File: config.mk
export PLATFORM = sky130hd
export DESIGN_NAME = regfile_dma_flat
export DESIGN_NICKNAME = d
export VERILOG_FILES = /design/src/rtl/regfile_dma_if.sv /design/src/rtl/regfile_dma.sv /design/src/flat_wrapper.sv
export SDC_FILE = /design/constraint.sdc
export NUM_CORES = 1
export LEC_CHECK = 0
export CAP_MARGIN = 15
export CORE_ASPECT_RATIO = 0.9
export CORE_UTILIZATION = 28
export CTS_CLUSTER_SIZE = 30
export DETAILED_ROUTE_END_ITERATION = 16
export PLACE_DENSITY = 0.88
export REMOVE_ABC_BUFFERS = 1
export SLEW_MARGIN = 0
export SYNTH_ARGS = -nofsm -noshare
export SYNTH_HDL_FRONTEND = slang
export SYNTH_SLANG_ARGS = --single-unit
File: constraint.sdc
create_clock -name clk -period 2 [get_ports clk]
set_input_delay 0.6 -clock clk [delete_from_list [all_inputs] [get_ports clk]]
set_output_delay 0.6 -clock clk [all_outputs]
set_load 0.005 [all_outputs]
File: src/rtl/regfile_dma_if.sv
// Bundle of command, stream and register-file signals for the bulk-access block.
// slave  : view of the regfile_dma block itself.
// master : view of the surrounding environment (command issuer, stream ends, rf).
interface regfile_dma_if #(
    parameter int N = 5
);
    logic           cmd_valid;
    logic           cmd_ready;
    logic           cmd_op;
    logic [N-1:0]   cmd_base;
    logic [N:0]     cmd_count;
    logic           busy;
    logic           done;
    logic           ld_valid;
    logic           ld_ready;
    logic [31:0]    ld_data;
    logic           dp_valid;
    logic           dp_ready;
    logic [31:0]    dp_data;
    logic           dp_last;
    logic [N-1:0]   rf_ra;
    logic [31:0]    rf_rd;
    logic           rf_we;
    logic [N-1:0]   rf_wa;
    logic [31:0]    rf_wd;

    modport slave (
        input  cmd_valid, cmd_op, cmd_base, cmd_count,
        input  ld_valid, ld_data, dp_ready, rf_rd,
        output cmd_ready, busy, done, ld_ready,
        output dp_valid, dp_data, dp_last,
        output rf_ra, rf_we, rf_wa, rf_wd
    );

    modport master (
        output cmd_valid, cmd_op, cmd_base, cmd_count,
        output ld_valid, ld_data, dp_ready, rf_rd,
        input  cmd_ready, busy, done, ld_ready,
        input  dp_valid, dp_data, dp_last,
        input  rf_ra, rf_we, rf_wa, rf_wd
    );
endinterface

File: src/rtl/regfile_dma.sv
// Bulk-access initiator for a 2**N x 32 register file.
// DUMP streams a register range out through the rf read port (zero-latency data),
// LOAD streams words into the rf write port; one word per cycle, valid/ready on
// both stream sides. Addresses wrap modulo 2**N.
module regfile_dma #(
    parameter int N = 5
) (
    input  logic         clk,
    input  logic         reset,
    regfile_dma_if.slave bus
);
    localparam int         DEPTH = 1 << N;
    localparam logic [N:0] FULL  = (N+1)'(DEPTH);

    typedef enum logic [1:0] {
        IDLE,
        DUMP,
        LOAD,
        DONE
    } state_t;

    state_t       state, state_n;
    logic [N-1:0] addr, addr_n;
    logic [N:0]   remain, remain_n;
    logic [N:0]   count_clamped;
    logic         last_word;

    // Requests beyond the file depth are trimmed so every register is visited at most once.
    assign count_clamped = (bus.cmd_count > FULL) ? FULL : bus.cmd_count;
    assign last_word     = (remain == (N+1)'(1));

    // State and transfer registers; reset abandons any transfer without a done pulse.
    always_ff @(posedge clk) begin
        // NOTE: registers update with <= so every flop samples pre-edge values.
        if (reset) begin
            state  <= IDLE;
            addr   <= '0;
            remain <= '0;
        end else begin
            state  <= state_n;
            addr   <= addr_n;
            remain <= remain_n;
        end
    end

    // Next-state: accept commands in IDLE, advance one word per stream handshake.
    always_comb begin
        // NOTE: every variable gets a default first so no path infers a latch.
        state_n  = state;
        addr_n   = addr;
        remain_n = remain;
        unique case (state)
            IDLE: begin
                if (bus.cmd_valid) begin
                    addr_n   = bus.cmd_base;
                    remain_n = count_clamped;
                    if (count_clamped == '0)
                        state_n = DONE;
                    else
                        state_n = bus.cmd_op ? LOAD : DUMP;
                end
            end
            DUMP: begin
                if (bus.dp_ready) begin
                    addr_n   = addr + N'(1);
                    remain_n = remain - (N+1)'(1);
                    if (last_word)
                        state_n = DONE;
                end
            end
            LOAD: begin
                if (bus.ld_valid) begin
                    addr_n   = addr + N'(1);
                    remain_n = remain - (N+1)'(1);
                    if (last_word)
                        state_n = DONE;
                end
            end
            DONE: begin
                state_n = IDLE;
            end
            default: begin
                state_n = IDLE;
            end
        endcase
    end

    // Output decode: stream strobes only in their own state; address/data are pass-through.
    always_comb begin
        bus.cmd_ready = (state == IDLE);
        bus.busy      = (state != IDLE);
        bus.done      = (state == DONE);
        bus.dp_valid  = (state == DUMP);
        bus.dp_last   = (state == DUMP) && last_word;
        bus.ld_ready  = (state == LOAD);
        bus.rf_we     = (state == LOAD) && bus.ld_valid;
        bus.rf_ra     = addr;
        bus.rf_wa     = addr;
        bus.dp_data   = bus.rf_rd;
        bus.rf_wd     = bus.ld_data;
    end
endmodule

File: src/flat_wrapper.sv
// flat-port wrapper written by rule: the top's interface ports become plain ports
module regfile_dma_flat 
#(
    parameter int N = 5
)
  (clk, reset, bus_cmd_valid, bus_cmd_op, bus_cmd_base, bus_cmd_count, bus_ld_valid, bus_ld_data, bus_dp_ready, bus_rf_rd, bus_cmd_ready, bus_busy, bus_done, bus_ld_ready, bus_dp_valid, bus_dp_data, bus_dp_last, bus_rf_ra, bus_rf_we, bus_rf_wa, bus_rf_wd);
  regfile_dma_if #(.N(N)) bus_i ();
  input  logic clk;
  input  logic reset;
  input wire logic [$bits(bus_i.cmd_valid)-1:0] bus_cmd_valid;
  input wire logic [$bits(bus_i.cmd_op)-1:0] bus_cmd_op;
  input wire logic [$bits(bus_i.cmd_base)-1:0] bus_cmd_base;
  input wire logic [$bits(bus_i.cmd_count)-1:0] bus_cmd_count;
  input wire logic [$bits(bus_i.ld_valid)-1:0] bus_ld_valid;
  input wire logic [$bits(bus_i.ld_data)-1:0] bus_ld_data;
  input wire logic [$bits(bus_i.dp_ready)-1:0] bus_dp_ready;
  input wire logic [$bits(bus_i.rf_rd)-1:0] bus_rf_rd;
  output wire logic [$bits(bus_i.cmd_ready)-1:0] bus_cmd_ready;
  output wire logic [$bits(bus_i.busy)-1:0] bus_busy;
  output wire logic [$bits(bus_i.done)-1:0] bus_done;
  output wire logic [$bits(bus_i.ld_ready)-1:0] bus_ld_ready;
  output wire logic [$bits(bus_i.dp_valid)-1:0] bus_dp_valid;
  output wire logic [$bits(bus_i.dp_data)-1:0] bus_dp_data;
  output wire logic [$bits(bus_i.dp_last)-1:0] bus_dp_last;
  output wire logic [$bits(bus_i.rf_ra)-1:0] bus_rf_ra;
  output wire logic [$bits(bus_i.rf_we)-1:0] bus_rf_we;
  output wire logic [$bits(bus_i.rf_wa)-1:0] bus_rf_wa;
  output wire logic [$bits(bus_i.rf_wd)-1:0] bus_rf_wd;
  assign bus_i.cmd_valid = bus_cmd_valid;
  assign bus_i.cmd_op = bus_cmd_op;
  assign bus_i.cmd_base = bus_cmd_base;
  assign bus_i.cmd_count = bus_cmd_count;
  assign bus_i.ld_valid = bus_ld_valid;
  assign bus_i.ld_data = bus_ld_data;
  assign bus_i.dp_ready = bus_dp_ready;
  assign bus_i.rf_rd = bus_rf_rd;
  assign bus_cmd_ready = bus_i.cmd_ready;
  assign bus_busy = bus_i.busy;
  assign bus_done = bus_i.done;
  assign bus_ld_ready = bus_i.ld_ready;
  assign bus_dp_valid = bus_i.dp_valid;
  assign bus_dp_data = bus_i.dp_data;
  assign bus_dp_last = bus_i.dp_last;
  assign bus_rf_ra = bus_i.rf_ra;
  assign bus_rf_we = bus_i.rf_we;
  assign bus_rf_wa = bus_i.rf_wa;
  assign bus_rf_wd = bus_i.rf_wd;
  regfile_dma #(.N(N)) u_core (.clk(clk), .reset(reset), .bus(bus_i));
endmodule
# == After elaboration in Yosys (flattened, before gate mapping) ==
# Cells that the tools add are included.
# op_classes
n_addsub,2
order_cmp,1
eq_ne,7
mux,16
n_reduce_logical,8
# op_table
cell,n
$mux 6,4
$pmux 6 s3,1
$mux 5,3
$pmux 5 s3,1
$mux 2,6
$pmux 2 s4,1
$eq 6x1->1 const B,1
$gt 6x6->1 const B,1
$logic_not 6->1,1
$ne 2x2->1 const B,3
$sub 6x1->6 const B,1
$add 5x1->5 const B,1
$eq 2x2->1 const B,2
$reduce_and 4->1,1
$reduce_and 3->1,1
$reduce_bool 3->1,1
$eq 2x1->1 const B,1
$logic_and 1x1->1,2
$logic_not 2->1,1
$reduce_bool 2->1,1
# word_totals
ff_bits,13
elab_cells,37
in_bits,81

# == Longest topological paths before layout ==
# Gate-level depths: netlist of run 1.
# logic_depth
ltp_word,6
ltp_mapped,8
ltp_nobuf,6

# == Least setup slack after synthesis of run 1 ==
# No wires, ideal clock.
# synth_path
path_kind,reg2reg
startpoint,register u_core.state[0]
endpoint,register u_core.remain[5]
setup_time_ns,0.116
synth_period_minus_slack_ns,1.712
arrival_ns,1.596
stages_incl_launch_ff,9
slack_ns,0.288
path_cell_list,dfxtp_1 inv_1 ha_1 buf_6 mux2_4 and3_2 buf_6 a21oi_1 nor3_1
# synth_via
elab_chain_len,3
word_cells_on_any_way,9
cone_classes,5 x eq/ne; 1 x mux; 3 x reduce/logical
# synth_lines
item,line,rtl
"start, declared",regfile_dma.sv:22,"state_t state, state_n;"
"start signal, assigned",regfile_dma.sv:40,state <= state_n;
"$eq 2x1->1, or another cell as far along",regfile_dma.sv:52,unique case (state)
$ne 2x2->1 (no source line) / $reduce_bool 3->1 (equally long branches),--,
$reduce_and 4->1 (no source line),--,
"end signal, assigned",regfile_dma.sv:42,remain <= remain_n;
"end, declared",regfile_dma.sv:24,"logic [N:0] remain, remain_n;"
# Parallel ways exist; a longest one is shown, timed or not.
# A chain may end at the register's enable or synchronous reset.

# == Worst setup path in the final report of run 1 ==
# layout_path
startpoint,register u_core.state[0]
endpoint,output port bus_ld_ready
# layout_via
elab_chain_len,1
# layout_lines
item,line,rtl
$eq 2x2->1,regfile_dma.sv:95,bus.ld_ready = (state == LOAD);
"end, declared",flat_wrapper.sv:21,output wire logic [$bits(bus_i.ld_ready)-1:0] bus_ld_ready;
# Every way passes these cells.

==> impl_metrics.csv, run 1 <==
group,metric,value,unit
synth,synth_seq_area_share,0.1755,
clock_network,post_cts.repair.setup_buffers,0,
critical_path,crit_family,"buffers and inverters",
clock_network,ctsResizeCount,15,
grt,first_global_vias,1123,
clock_network,cts_max_level,1,
critical_path,timing.critical_path.fanout_max,3,
critical_path,critical-path-max-stage-delay,500,ps
synth,post_synth_inst_count,191,
run,maxCapViolations,0,
grt,global_route.usage.total,0.2820,
power,cellLeakagePower,0.6018,nW
timing,endpoints_failing_hold,0,
synth,netlist_top_cells_count,"sky130_fd_sc_hd__buf_4 (69), sky130_fd_sc_hd__dfxtp_1 (13), sky130_fd_sc_hd__nand2_1 (11), sky130_fd_sc_hd__o21ai_0 (11), sky130_fd_sc_hd__inv_1 (10)",
cells_and_area,diodes,0,
clock_network,maximum_buffer_depth_of_the_clock_tree,2,
floorplan,die-width,78.71,µm
critical_path,worst_path_max_delay_cell,"sky130_fd_sc_hd__clkdlybuf4s50_1",
synth,yosysWarnings,0,
timing,maxSlewViolCount,0,
floorplan,io_pins,162,
clock_network,cts_num_sinks,13,
timing,max-slew-margin-rel,0.7523,
power,power_density,1443,nW/µm²
detailed_routing,num_vias,1225,
place,hpwl_after_detailed_placement,7182,µm
place,portBuffers,33,
synth,synth_area_leader_cell,"sky130_fd_sc_hd__buf_4",
floorplan,core_region_area,4955,µm²
clock_network,cts_root_buffer,"sky130_fd_sc_hd__clkbuf_8",
place,placed_cell_area,1445,µm²
critical_path,worst_setup_path_end_kind,"output port",
clock_network,cts_clk_pin_slew_worst_paths,70,ps
critical_path,regToRegSetupSlack,120,ps
timing,fin_crit_sh,0.9810,
detailed_routing,antenna_violating_nets_post_route,0,
detailed_routing,finalWirelength,8008,µm
clock_network,worst_skew_pair.late_latency,250,ps
synth,synth-async-reset-ratio,0,
timing,grt_setup_unrepaired,"no",
clock_network,ctsHoldBuffers,0,
detailed_routing,post-route-drc-count,0,
critical_path,setup.worst_path.start_class,"flop",
power,irDropWorstVdd,0.0004645,V
detailed_routing,highest_layer,"met5",
grt,antenna_found_initial,0,
synth,synth_enable_flop_cells,0,
timing,tightest_slew,370.4,ps
synth,netlist-cell-type-count,38,
cells_and_area,final_design_area_no_fill,1505,µm²
floorplan,die_h,71.04,µm
critical_path,path_buf_inv,2,
detailed_routing,routedLengthMet1,1464,µm
detailed_routing,detailedRoute.firstIterationViolations,78,
detailed_routing,wl_met3,2515,µm
hold_path,min-delay-path-class,"flop to flop",
synth,synth_seq_cells,13,
detailed_routing,dr.pass1.iters,5,
grt,global_route.overflow_total,0,
detailed_routing,viasPerCell,5.235,
clock_network,cts-buffers-inserted,3,
synth,yosysTopAreaCellShare,0.3494,
grt,grt_start_max_net_pins,28,
timing,clock.fmax,0.5097,GHz
clock_network,tritoncts,"yes",
critical_path,arrival,1360,ps
timing,period_needed,1962,ps
status,outcome,"finished clean",
cells_and_area,nets_final,258,
critical_path,worstSetupPathType,"flop to output port",
cells_and_area,fin_util,0.3038,
floorplan,die_area,5591,µm²
synth,ys_dominant_reg_cell,"sky130_fd_sc_hd__dfxtp_1",
synth,yosysMostFrequentCell,"sky130_fd_sc_hd__buf_4",
floorplan,num_rows,24,
detailed_routing,detail_route.wl_per_cell,34.22,µm
synth,post_synthesis_instance_area,1483,µm²
timing,setup_viol,0,
detailed_routing,wl_met2,3429,µm
synth,synth.area.top_cells,"sky130_fd_sc_hd__buf_4 (35%), sky130_fd_sc_hd__dfxtp_1 (18%), sky130_fd_sc_hd__ha_1 (5.9%), sky130_fd_sc_hd__o21ai_0 (3.7%), sky130_fd_sc_hd__buf_6 (3.0%)",
place,gp_congestion,0.9601,
synth,avgSynthCellArea,7.763,µm²
critical_path,cp_data_required_time,1400,ps
floorplan,start_util,0.2992,
timing,finalClockSkew,12.99,ps
critical_path,path_cells,"inv_2, ha_2, clkdlybuf4s50_1",
cells_and_area,area_growth_syn_to_layout,1.519,%
grt,grt_pass1_wl,10120,µm
cells_and_area,layout_cells_sized_above_1,0.2130,
-- worst min-delay path, cell delays in order (launching register included) --
cell	delay, ps
sky130_fd_sc_hd__dfxtp_1	330
sky130_fd_sc_hd__o21ai_0	80
sky130_fd_sc_hd__a21oi_1	60
-- registers in the layout, indices dropped and copies added (netlist names) --
signal,count
u_core.state,2
u_core.bus.rf_ra,5
u_core.remain,6
-- metal layers --
metal	global-route usage	vias up
met5	0.09091	-
met4	0.1996	2
met3	0.4284	26
met2	0.4097	158
met1	0.1385	515
li1	-	524
-- final timing paths --
path	cells past startpoint	end	start
setup / recovery	3	bus_ld_ready	u_core.state[0]$_SDFFE_PP0P_
hold / removal	2	u_core.bus.rf_ra[4]$_SDFFE_PP0P_	u_core.bus.rf_ra[4]$_SDFFE_PP0P_
setup reg to reg	7	u_core.bus.rf_ra[1]$_SDFFE_PP0P_	u_core.state[1]$_SDFFE_PP0P_
hold reg to reg	2	u_core.bus.rf_ra[4]$_SDFFE_PP0P_	u_core.bus.rf_ra[4]$_SDFFE_PP0P_
-- where the power goes --
| group | total, mW | leakage (nW) | switching, mW | internal (mW) |
|---|---|---|---|---|
| clock network | 0.250 | 0.0228 | 0.109 | 0.141 |
| logic | 1.47 | 0.472 | 0.701 | 0.765 |
| registers | 0.455 | 0.108 | 0.0935 | 0.362 |
-- stage by stage --
step	hold slack [ps]	cells	setup slack [ps]	TNS (ps)	power, mW
final	522.6	234	38.08	0	2.171
after global routing	544.5	234	8.179	0	2.324
after CTS	521.8	234	9.462	0	2.160
after detailed placement	512.5	230	-332.3	-545.6	1.904
after global placement	504.9	230	-337.0	-500.0	1.867
after floorplan	457.3	116	20.15	0	1.199
-- kinds of logic (layout without fill, tap and decap cells) --
group | Yosys count | in the layout | share of synthesized area
AND/OR/NAND/NOR | 48 | 48 | 0.1806
multiplexers | 2 | 2 | 0.01687
adder cells (fa/ha/maj) | 7 | 7 | 0.05907
flip-flops | 13 | 13 | 0.1755
buffers and inverters | 85 | 63 | 0.4177
AO/OA/AOI/OAI | 36 | 36 | 0.1502
-- placed cells by master (no fill, tap or decap), drive strengths merged, types with 2 or more instances in the layout --
master         Yosys  routed
a211o              3       3
a21oi              8       8
a31oi              4       4
and2               3       3
and3               2       2
buf               73      16
clkbuf             2       4
clkdlybuf4s15      0       2
clkdlybuf4s50      0      27
dfxtp             13      13
dlygate4sd2        0       3
ha                 7       7
inv               10      10
nand2             11      11
nand3              6       6
nor2               7       7
nor2b              5       5
nor3               2       2
nor3b              3       3
o21ai             13      13
o31ai              2       2
or2b               2       2
or3                3       3
-- layout make-up --
class / count / area, µm²
clock buffer: 4 / 45.04
fill: 537 / 3450
inverter: 10 / 37.54
multi-input combinational: 93 / 615.6
sequential: 13 / 262.8
tap: 65 / 81.33
timing repair buffer: 49 / 462.9
Power figures use the tool's default switching activity.
==> inputs of run 2 (changes only) <==
--- a/config.mk
+++ b/config.mk
@@ -13,5 +13,4 @@
 export PLACE_DENSITY = 0.88
 export REMOVE_ABC_BUFFERS = 1
-export SLEW_MARGIN = 0
 export SYNTH_ARGS = -nofsm -noshare
 export SYNTH_HDL_FRONTEND = slang
==> constraint.sdc (replaced) <==
create_clock -name clk -period 2 [get_ports clk]
set_input_delay 0.6 -clock clk [delete_from_list [all_inputs] [get_ports clk]]
set_output_delay 0.6 -clock clk [all_outputs]
set_load 0.02 [all_outputs]
==> run 2 against run 1 <==
Effect of this change: count of clock-buffer cells in the layout is 1 lower; sequential share of layout area increased by 0.14 points; critical endpoint is now bus_rf_we; critical path depth is the same; non-clock buffer count is 2 higher.
==> impl_metrics.csv, run 2 (synthesis results as in run 1) <==
group,metric,value,unit
floorplan,die_h,71.04,µm
clock_network,cts_num_sinks,13,
grt,global_route.usage.total,0.2785,
critical_path,arrival,1360,ps
floorplan,io_pins,162,
timing,fin_crit_sh,0.9782,
cells_and_area,n_fill_cell,531,
timing,grt_setup_unrepaired,"no",
timing,max-slew-margin-rel,0.7074,
detailed_routing,finalWirelength,7903,µm
cells_and_area,layout_cells_sized_above_1,0.1988,
timing,setup_slack,43.56,ps
clock_network,tritoncts,"yes",
grt,first_global_vias,1120,
grt,grt_start_max_net_pins,28,
detailed_routing,detail_route.wl_per_cell,33.49,µm
cells_and_area,diodes,0,
critical_path,cp_data_required_time,1400,ps
place,gp_congestion,0.9926,
clock_network,worst_skew_pair.late_latency,240,ps
critical_path,worstSetupPathType,"input pin to output port",
timing,tightest_slew,437.5,ps
floorplan,core_region_area,4955,µm²
clock_network,cts-buffers-inserted,3,
floorplan,die-width,78.71,µm
power,power_density,1495,nW/µm²
timing,finalClockSkew,6.063,ps
timing,period_needed,1956,ps
clock_network,cts_clk_pin_slew_worst_paths,60,ps
detailed_routing,antenna_violating_nets_post_route,0,
run,maxCapViolations,0,
cells_and_area,largest_reg_flops,6,
grt,antenna_found_initial,0,
cells_and_area,nets_final,260,
critical_path,worst_setup_path_end_kind,"output port",
clock_network,cts_max_level,1,
critical_path,timing.critical_path.fanout_max,2,
status,outcome,"finished clean",
detailed_routing,detailedRoute.firstIterationViolations,59,
critical_path,setup.worst_path.start_class,"input pin",
place,portBuffers,33,
timing,clock.fmax,0.5111,GHz
cells_and_area,area_growth_syn_to_layout,-0.2531,%
cells_and_area,mostFrequentLayoutCells,"sky130_fd_sc_hd__clkdlybuf4s50_1 (26), sky130_fd_sc_hd__buf_4 (19), sky130_fd_sc_hd__dfxtp_1 (13)",
detailed_routing,viasPerCell,5.140,
detailed_routing,post-route-drc-count,0,
place,placed_cells_incl_taps,232,
power,irDropWorstVdd,0.0006715,V
power,cellLeakagePower,0.6097,nW
clock_network,post_cts.repair.setup_buffers,0,
hold_path,min-delay-path-class,"flop to flop",
detailed_routing,dr.pass1.iters,4,
detailed_routing,num_vias,1213,
clock_network,cts_root_buffer,"sky130_fd_sc_hd__clkbuf_8",
grt,global_route.overflow_total,0,
timing,endpoints_failing_hold,0,
place,pre_cts_slack,-426.4,ps
cells_and_area,largest-register,"u_core.remain",
grt,grt_pass1_wl,9929,µm
cells_and_area,layoutNonFillerInstCount,236,
floorplan,die_area,5591,µm²
clock_network,ctsHoldBuffers,0,
floorplan,start_util,0.2992,
cells_and_area,most_common_cell_after_layout_fill_and_taps_aside,"sky130_fd_sc_hd__clkdlybuf4s50_1",
timing,setup_viol,0,
clock_network,maximum_buffer_depth_of_the_clock_tree,2,
place,hpwl_after_detailed_placement,7142,µm
cells_and_area,fin_util,0.2985,
timing,fin_setup_tns,0,ps
timing,maxSlewViolCount,0,
floorplan,num_rows,24,
==> run 2: metrics by stage <==
step	total power, mW	hold WS (ps)	area [µm²]
3_5_place_dp	2.000	518.9	1448
5_1_grt	2.371	583.6	1479
6_report	2.211	528.2	1479
2_1_floorplan	1.334	457.3	900.9
3_3_place_gp	1.952	507.1	1448
4_1_cts	2.205	529.4	1478
==> run 2: final timing paths <==
kind	cells after the start	slack, ps	endpoint	startpoint
max	3	40	bus_rf_we	bus_ld_valid
min	2	530	u_core.bus.rf_ra[4]$_SDFFE_PP0P_	u_core.bus.rf_ra[4]$_SDFFE_PP0P_
max reg2reg	8	140	u_core.bus.rf_ra[0]$_SDFFE_PP0P_	u_core.state[1]$_SDFFE_PP0P_
min reg2reg	2	530	u_core.bus.rf_ra[4]$_SDFFE_PP0P_	u_core.bus.rf_ra[4]$_SDFFE_PP0P_
==> run 2: where the power goes <==
part	switching, mW	internal [mW]
clock	0.103	0.138
sequential	0.0796	0.358
combinational	0.820	0.712
total	1.00	1.21
==> run 2: repair_timing <==
action | 4_1_cts | 5_1_grt
pin swaps | 0 | 0
resized for setup | 14 | 4
endpoints found under the setup margin | 7 | 2
gates cloned | 0 | 0
==> run 2: final cells by class <==
class / count / area (µm²) / share of cell area
inverters: 10 / 37.54 / 0.02538
clock inverters: 1 / 5.005 / 0.003384
repair buffers: 51 / 447.9 / 0.3029
multi-input cells: 93 / 605.6 / 0.4095
flip-flops and latches: 13 / 260.3 / 0.1760
well taps: 65 / 81.33 / 0.05499
clock buffers: 3 / 41.29 / 0.02792
==> run 2: critical path, cell delays in order <==
cell and delay (ps):
sky130_fd_sc_hd__clkdlybuf4s50_1 480, sky130_fd_sc_hd__and2_4 150, sky130_fd_sc_hd__buf_4 130
==> run 2: metal layers <==
layer	track usage	vias up	share of wire
li1	-	526	-
met2	0.4319	154	0.45
met3	0.4065	20	0.30
met5	0.09091	-	0.0086
met4	0.1399	2	0.046
met1	0.1459	511	0.20
==> inputs of run 3 (changes only) <==
Settings changed: CORE_ASPECT_RATIO 0.9 to unset.
==> run 3 against run 2 <==
Effect of this change: combinational power is 6% higher; register-to-register slack hardly changed; flip-flop and latch count stayed put; setup slack better by 18 ps; via count is 3.4% higher; largest cell class unchanged; highest routed layer is now met4; design area is 3.5% higher; critical path type is now flop to output port; total power is 4.0% higher; count of clock-buffer cells in the layout is 1 higher; largest power group unchanged; clock skew is 2.9 ps lower; hold slack worse by 3.3 ps.
==> impl_metrics.csv, run 3 (synthesis results as in run 1) <==
group,metric,value,unit
status,outcome,"finished clean",
place,gp_congestion,0.9860,
clock_network,cts_clk_pin_slew_worst_paths,60,ps
timing,period_needed,1938,ps
critical_path,path_buf_inv,1,
detailed_routing,detailedRoute.firstIterationViolations,85,
place,hpwl_after_detailed_placement,7345,µm
cells_and_area,layoutNonFillerInstCount,245,
grt,first_global_vias,1099,
cells_and_area,nets_final,264,
cells_and_area,mostFrequentLayoutCells,"sky130_fd_sc_hd__clkdlybuf4s50_1 (25), sky130_fd_sc_hd__buf_4 (23), sky130_fd_sc_hd__dfxtp_1 (12)",
detailed_routing,finalWirelength,8101,µm
critical_path,timing.critical_path.fanout_max,2,
cells_and_area,area_growth_syn_to_layout,3.207,%
timing,setup_viol,0,
timing,finalClockSkew,3.164,ps
cells_and_area,largest-register,"u_core.remain",
timing,endpoints_failing_hold,0,
floorplan,die_area,5591,µm²
critical_path,r2r_start,"u_core.state[1]$_SDFFE_PP0P_",
clock_network,maximum_buffer_depth_of_the_clock_tree,2,
critical_path,worst_setup_path_end_kind,"output port",
cells_and_area,fin_util,0.2996,
critical_path,cp_data_required_time,1400,ps
floorplan,num_rows,26,
critical_path,crit_family,"simple AND/OR/NAND/NOR gates",
detailed_routing,post-route-drc-count,0,
floorplan,die-width,74.77,µm
critical_path,setup.worst_path.start,"u_core.remain[4]$_SDFFE_PP0P_",
power,sequentialPowerShare,0.191,
place,pre_cts_slack,-459.8,ps
clock_network,tritoncts,"yes",
power,switching_power,1.036,mW
floorplan,die_h,74.77,µm
clock_network,cts_root_buffer,"sky130_fd_sc_hd__clkbuf_8",
clock_network,cts-buffers-inserted,3,
detailed_routing,dr.pass1.iters,4,
cells_and_area,diodes,0,
clock_network,worst_skew_pair.late_latency,240,ps
power,power_density,1502,nW/µm²
place,portBuffers,33,
timing,tightest_slew,430.0,ps
timing,fin_crit_sh,0.9692,
power,power_switching_share,0.4505,
detailed_routing,viasPerCell,5.118,
place,placed_cell_area,1484,µm²
power,power_frac_comb,0.705,
cells_and_area,layout_cells_sized_above_1,0.2229,
clock_network,post_cts.repair.setup_buffers,0,
timing,grt_setup_unrepaired,"no",
power,cellLeakagePower,0.6375,nW
critical_path,worstSetupPathType,"flop to output port",
hold_path,min-delay-path-class,"flop to flop",
detailed_routing,detail_route.wl_per_cell,33.07,µm
grt,grt_pass1_wl,9749,µm
timing,max-slew-margin-rel,0.7125,
detailed_routing,antenna_violating_nets_post_route,0,
detailed_routing,num_vias,1254,
grt,global_route.overflow_total,0,
place,placed_cells_incl_taps,241,
power,clock_power_share,0.103,
hold_path,worstHoldStart,"u_core.bus.rf_ra[4]$_SDFFE_PP0P_",
floorplan,core_region_area,5107,µm²
critical_path,worst_path_max_delay_cell,"sky130_fd_sc_hd__or3_4",
cells_and_area,most_common_cell_after_layout_fill_and_taps_aside,"sky130_fd_sc_hd__clkdlybuf4s50_1",
grt,global_route.usage.total,0.2841,
grt,grt_start_max_net_pins,28,
power,irDropWorstVdd,0.0003929,V
clock_network,cts_max_level,1,
floorplan,io_pins,162,
power,total_power,2.299,mW
grt,antenna_found_initial,0,
critical_path,critical-path-max-stage-delay,380,ps
cells_and_area,largest_reg_flops,6,
timing,setup_slack,61.63,ps
power,internal_power,1.263,mW
critical_path,arrival,1340,ps
cells_and_area,n_fill_cell,564,
cells_and_area,final_design_area_no_fill,1530,µm²
clock_network,cts_num_sinks,13,
timing,clock.fmax,0.5159,GHz
critical_path,setup.worst_path.start_class,"flop",
timing,fin_setup_tns,0,ps
timing,maxSlewViolCount,0,
floorplan,start_util,0.2903,
run,maxCapViolations,0,
timing,holdWs,524.9,ps
critical_path,path_cells,"or3_4, nor3_1, buf_2",
[run 3: cell type report]
type | instances | area, µm² | area share
Tap cell | 70 | 87.58 | 0.05724
Clock buffer | 4 | 45.04 | 0.02944
Multi-Input combinational cell | 93 | 618.1 | 0.4039
Sequential cell | 13 | 261.5 | 0.1709
Timing Repair Buffer | 55 | 480.5 | 0.3140
Inverter | 10 | 37.54 | 0.02453
[run 3: power by group through the flow]
stage               registers [mW]  logic (mW)  clock network (mW)
CTS                          0.435        1.59               0.244
global placement             0.431        1.56                   0
detailed placement           0.440        1.61                   0
global route                 0.451        1.75               0.256
finish                       0.439        1.62               0.238
floorplan                    0.526       0.808                   0
[run 3: worst paths after layout]
check / depth (start not counted) / slack, ps / to
hold reg to reg: 2 / 520 / u_core.bus.rf_ra[4]$_SDFFE_PP0P_
hold / removal: 2 / 520 / u_core.bus.rf_ra[4]$_SDFFE_PP0P_
setup reg to reg: 8 / 150 / u_core.remain[3]$_SDFFE_PP0P_
setup / recovery: 3 / 60 / bus_dp_last
[run 3: repair_timing]
| action | in CTS | in global routing |
|---|---|---|
| gates cloned | 0 | 0 |
| resized for setup | 17 | 5 |
| hold buffers | 0 | 0 |
| pin swaps | 0 | 0 |
| setup endpoints to repair | 7 | 5 |
[run 3: tightest hold or removal path, delay by kind of cell (launching register included)]
family          cells  cell delay, ps
flops               1             340
compound gates      2             140
[run 3: layer usage]
layer  share of wire  track usage  wire length, µm
met1            0.23       0.1895             1902
met2            0.47       0.4755             3798
met3            0.26       0.3320             2107
met4           0.036       0.1174              292
met5               0            0                0
==> RTL change, RTL diff (flow settings as in run 1) <==
`N` is set to 5 in 3 places; all go to 4.
--- a/src/rtl/regfile_dma_if.sv
+++ b/src/rtl/regfile_dma_if.sv
@@ -3,5 +3,5 @@
 // master : view of the surrounding environment (command issuer, stream ends, rf).
 interface regfile_dma_if #(
-    parameter int N = 5
+    parameter int N = 4
 );
     logic           cmd_valid;
--- a/src/rtl/regfile_dma.sv
+++ b/src/rtl/regfile_dma.sv
@@ -4,5 +4,5 @@
 // both stream sides. Addresses wrap modulo 2**N.
 module regfile_dma #(
-    parameter int N = 5
+    parameter int N = 4
 ) (
     input  logic         clk,
--- a/src/flat_wrapper.sv
+++ b/src/flat_wrapper.sv
@@ -2,5 +2,5 @@
 module regfile_dma_flat 
 #(
-    parameter int N = 5
+    parameter int N = 4
 )
   (clk, reset, bus_cmd_valid, bus_cmd_op, bus_cmd_base, bus_cmd_count, bus_ld_valid, bus_ld_data, bus_dp_ready, bus_rf_rd, bus_cmd_ready, bus_busy, bus_done, bus_ld_ready, bus_dp_valid, bus_dp_data, bus_dp_last, bus_rf_ra, bus_rf_we, bus_rf_wa, bus_rf_wd);
Interface: changed (resized bus_cmd_base, bus_cmd_count, bus_rf_ra and bus_rf_wa); port bits go from 162 to 158. No check against the original RTL was run, so the function may have changed too.
==> RTL change against run 1 <==
  * Cell area down 12%
  * Largest power group unchanged
  * Maximum frequency rose by 0.30%
  * Count of clock-buffer cells in the layout stayed put
  * Critical path depth is the same
  * Sequential cell count down 2
  * Routed wire length fell by 5.9%
  * Worst setup slack better by 0.0058 ns
  * First-iteration DRC count is 44% higher
  * Area after synthesis decreased by 11%
  * Total power down 23%
  * Via count is 13% lower
  * Global-route usage grew 1.8 points
  * Critical path type unchanged
==> RTL change: results (changes against run 1) <==
All-Layer GR Usage = 0.300 (was 0.282)
Yosys cell types = 34 (was 38)
Clock Tree Buf Depth = 2 (unchanged)
Outcome = completed (unchanged)
Placed standard-cell area = 0.00122 mm^2 (was 0.00145 mm^2)
Clock root cell = clkbuf_8 (unchanged)
Synth area leaders = buf_4, dfxtp_1, ha_1, a21oi_1, nand2_1 (was buf_4, dfxtp_1, ha_1, o21ai_0, buf_6)
Initial DRC Count = 112 (was 78)
Post-CTS setup buffer count = 2 (was 0)
Max FFs per register = 5 (was 6)
Ant diodes = 0 (unchanged)
Vias per cell = 5.23 (was 5.24)
Cells after DPL = 196 (was 230)
Skew final = 0.00136 ns (was 0.0130 ns)
Worst vdd ir = 0.326 mV (was 0.464 mV)
P_leak = 0.000538 uW (was 0.000602 uW)
Avg Cell Area, Syn = 7.96 um^2 (was 7.76 um^2)
Port bufs = 29 (was 33)
Share of layout cells above drive strength 1 = 0.262 (was 0.213)
Least-Margin Pin Slew = 0.552 ns (was 0.370 ns)
Largest net degree at the start of global routing = 14 (was 28)
Top post-synthesis cells by count = buf_4, dfxtp_1, a21oi_1, nand2_1, inv_1 (was buf_4, dfxtp_1, nand2_1, o21ai_0, inv_1)
NetSw = 668 uW (was 903 uW)
Clock transition at path regs = 0.05 ns (was 0.07 ns)
Initial antenna violation count = 0 (unchanged)
Placed wire-length estimate = 6830 um (was 7180 um)
Worst hold start = u_core.state[1]$_SDFFE_PP0P_ (was u_core.bus.rf_ra[4]$_SDFFE_PP0P_)
Vias in the first global route = 930 (was 1123)
Sequential element share of the synthesized area = 0.168 (was 0.176)
Wire per inst = 37.1 um (was 34.2 um)
First drt pass iteration count = 7 (was 5)
First-pass GRT wire length = 9030 um (was 10100 um)
RTL change: cell count changes after synthesis, sizes merged, moves of 3 or more:
cell / before / now
nor3b: 3 / 0
a31oi: 4 / 0
buf: 73 / 70
o21ai: 13 / 8
nand3: 6 / 2
nor2b: 5 / 2
a21oi: 8 / 11
or3: 3 / 0
RTL change: final timing paths:
kind / endpoint / slack, ns / depth (start not counted)
setup / recovery: bus_dp_valid / 0.04 / 3
hold / removal: u_core.state[1]$_SDFFE_PP0P_ / 0.50 / 2
setup reg to reg: u_core.bus.rf_ra[0]$_SDFFE_PP0P_ / 0.31 / 7
hold reg to reg: u_core.state[1]$_SDFFE_PP0P_ / 0.50 / 2
RTL change: cell type report:
class                      instances  area [um^2]  share of cell area
multi-input combinational         74          551               0.415
clock buffer                       4         45.0              0.0340
sequential                        11          224               0.169
tap                               62         77.6              0.0585
timing repair buffer              43          395               0.298
inverter                           9         33.8              0.0255
RTL change: power by group through the flow:
stage / logic (uW) / clock network [uW] / registers [uW]
after global placement: 965 / 0 / 364
after floorplan: 530 / 0 / 366
after CTS: 1040 / 235 / 368
final: 1060 / 235 / 380
after global routing: 1170 / 249 / 384
after detailed placement: 984 / 0 / 368
RTL change: per-layer routing:
metal | part of all wire | routed length [um] | vias to the layer above | GRT usage
met1 | 0.19 | 1450 | 455 | 0.166
met3 | 0.29 | 2220 | 16 | 0.411
met4 | 0.038 | 283 | 2 | 0.118
met2 | 0.47 | 3560 | 156 | 0.493
met5 | 0.0041 | 31 | - | 0.0494
li1 | - | - | 433 | -
RTL change: cell families after synthesis:
| group | synth area share |
|---|---|
| buf+inv | 0.438 |
| simple gates | 0.141 |
| compound gates | 0.168 |
| flops | 0.168 |
| fa+ha+maj | 0.0667 |
| mux | 0.0190 |
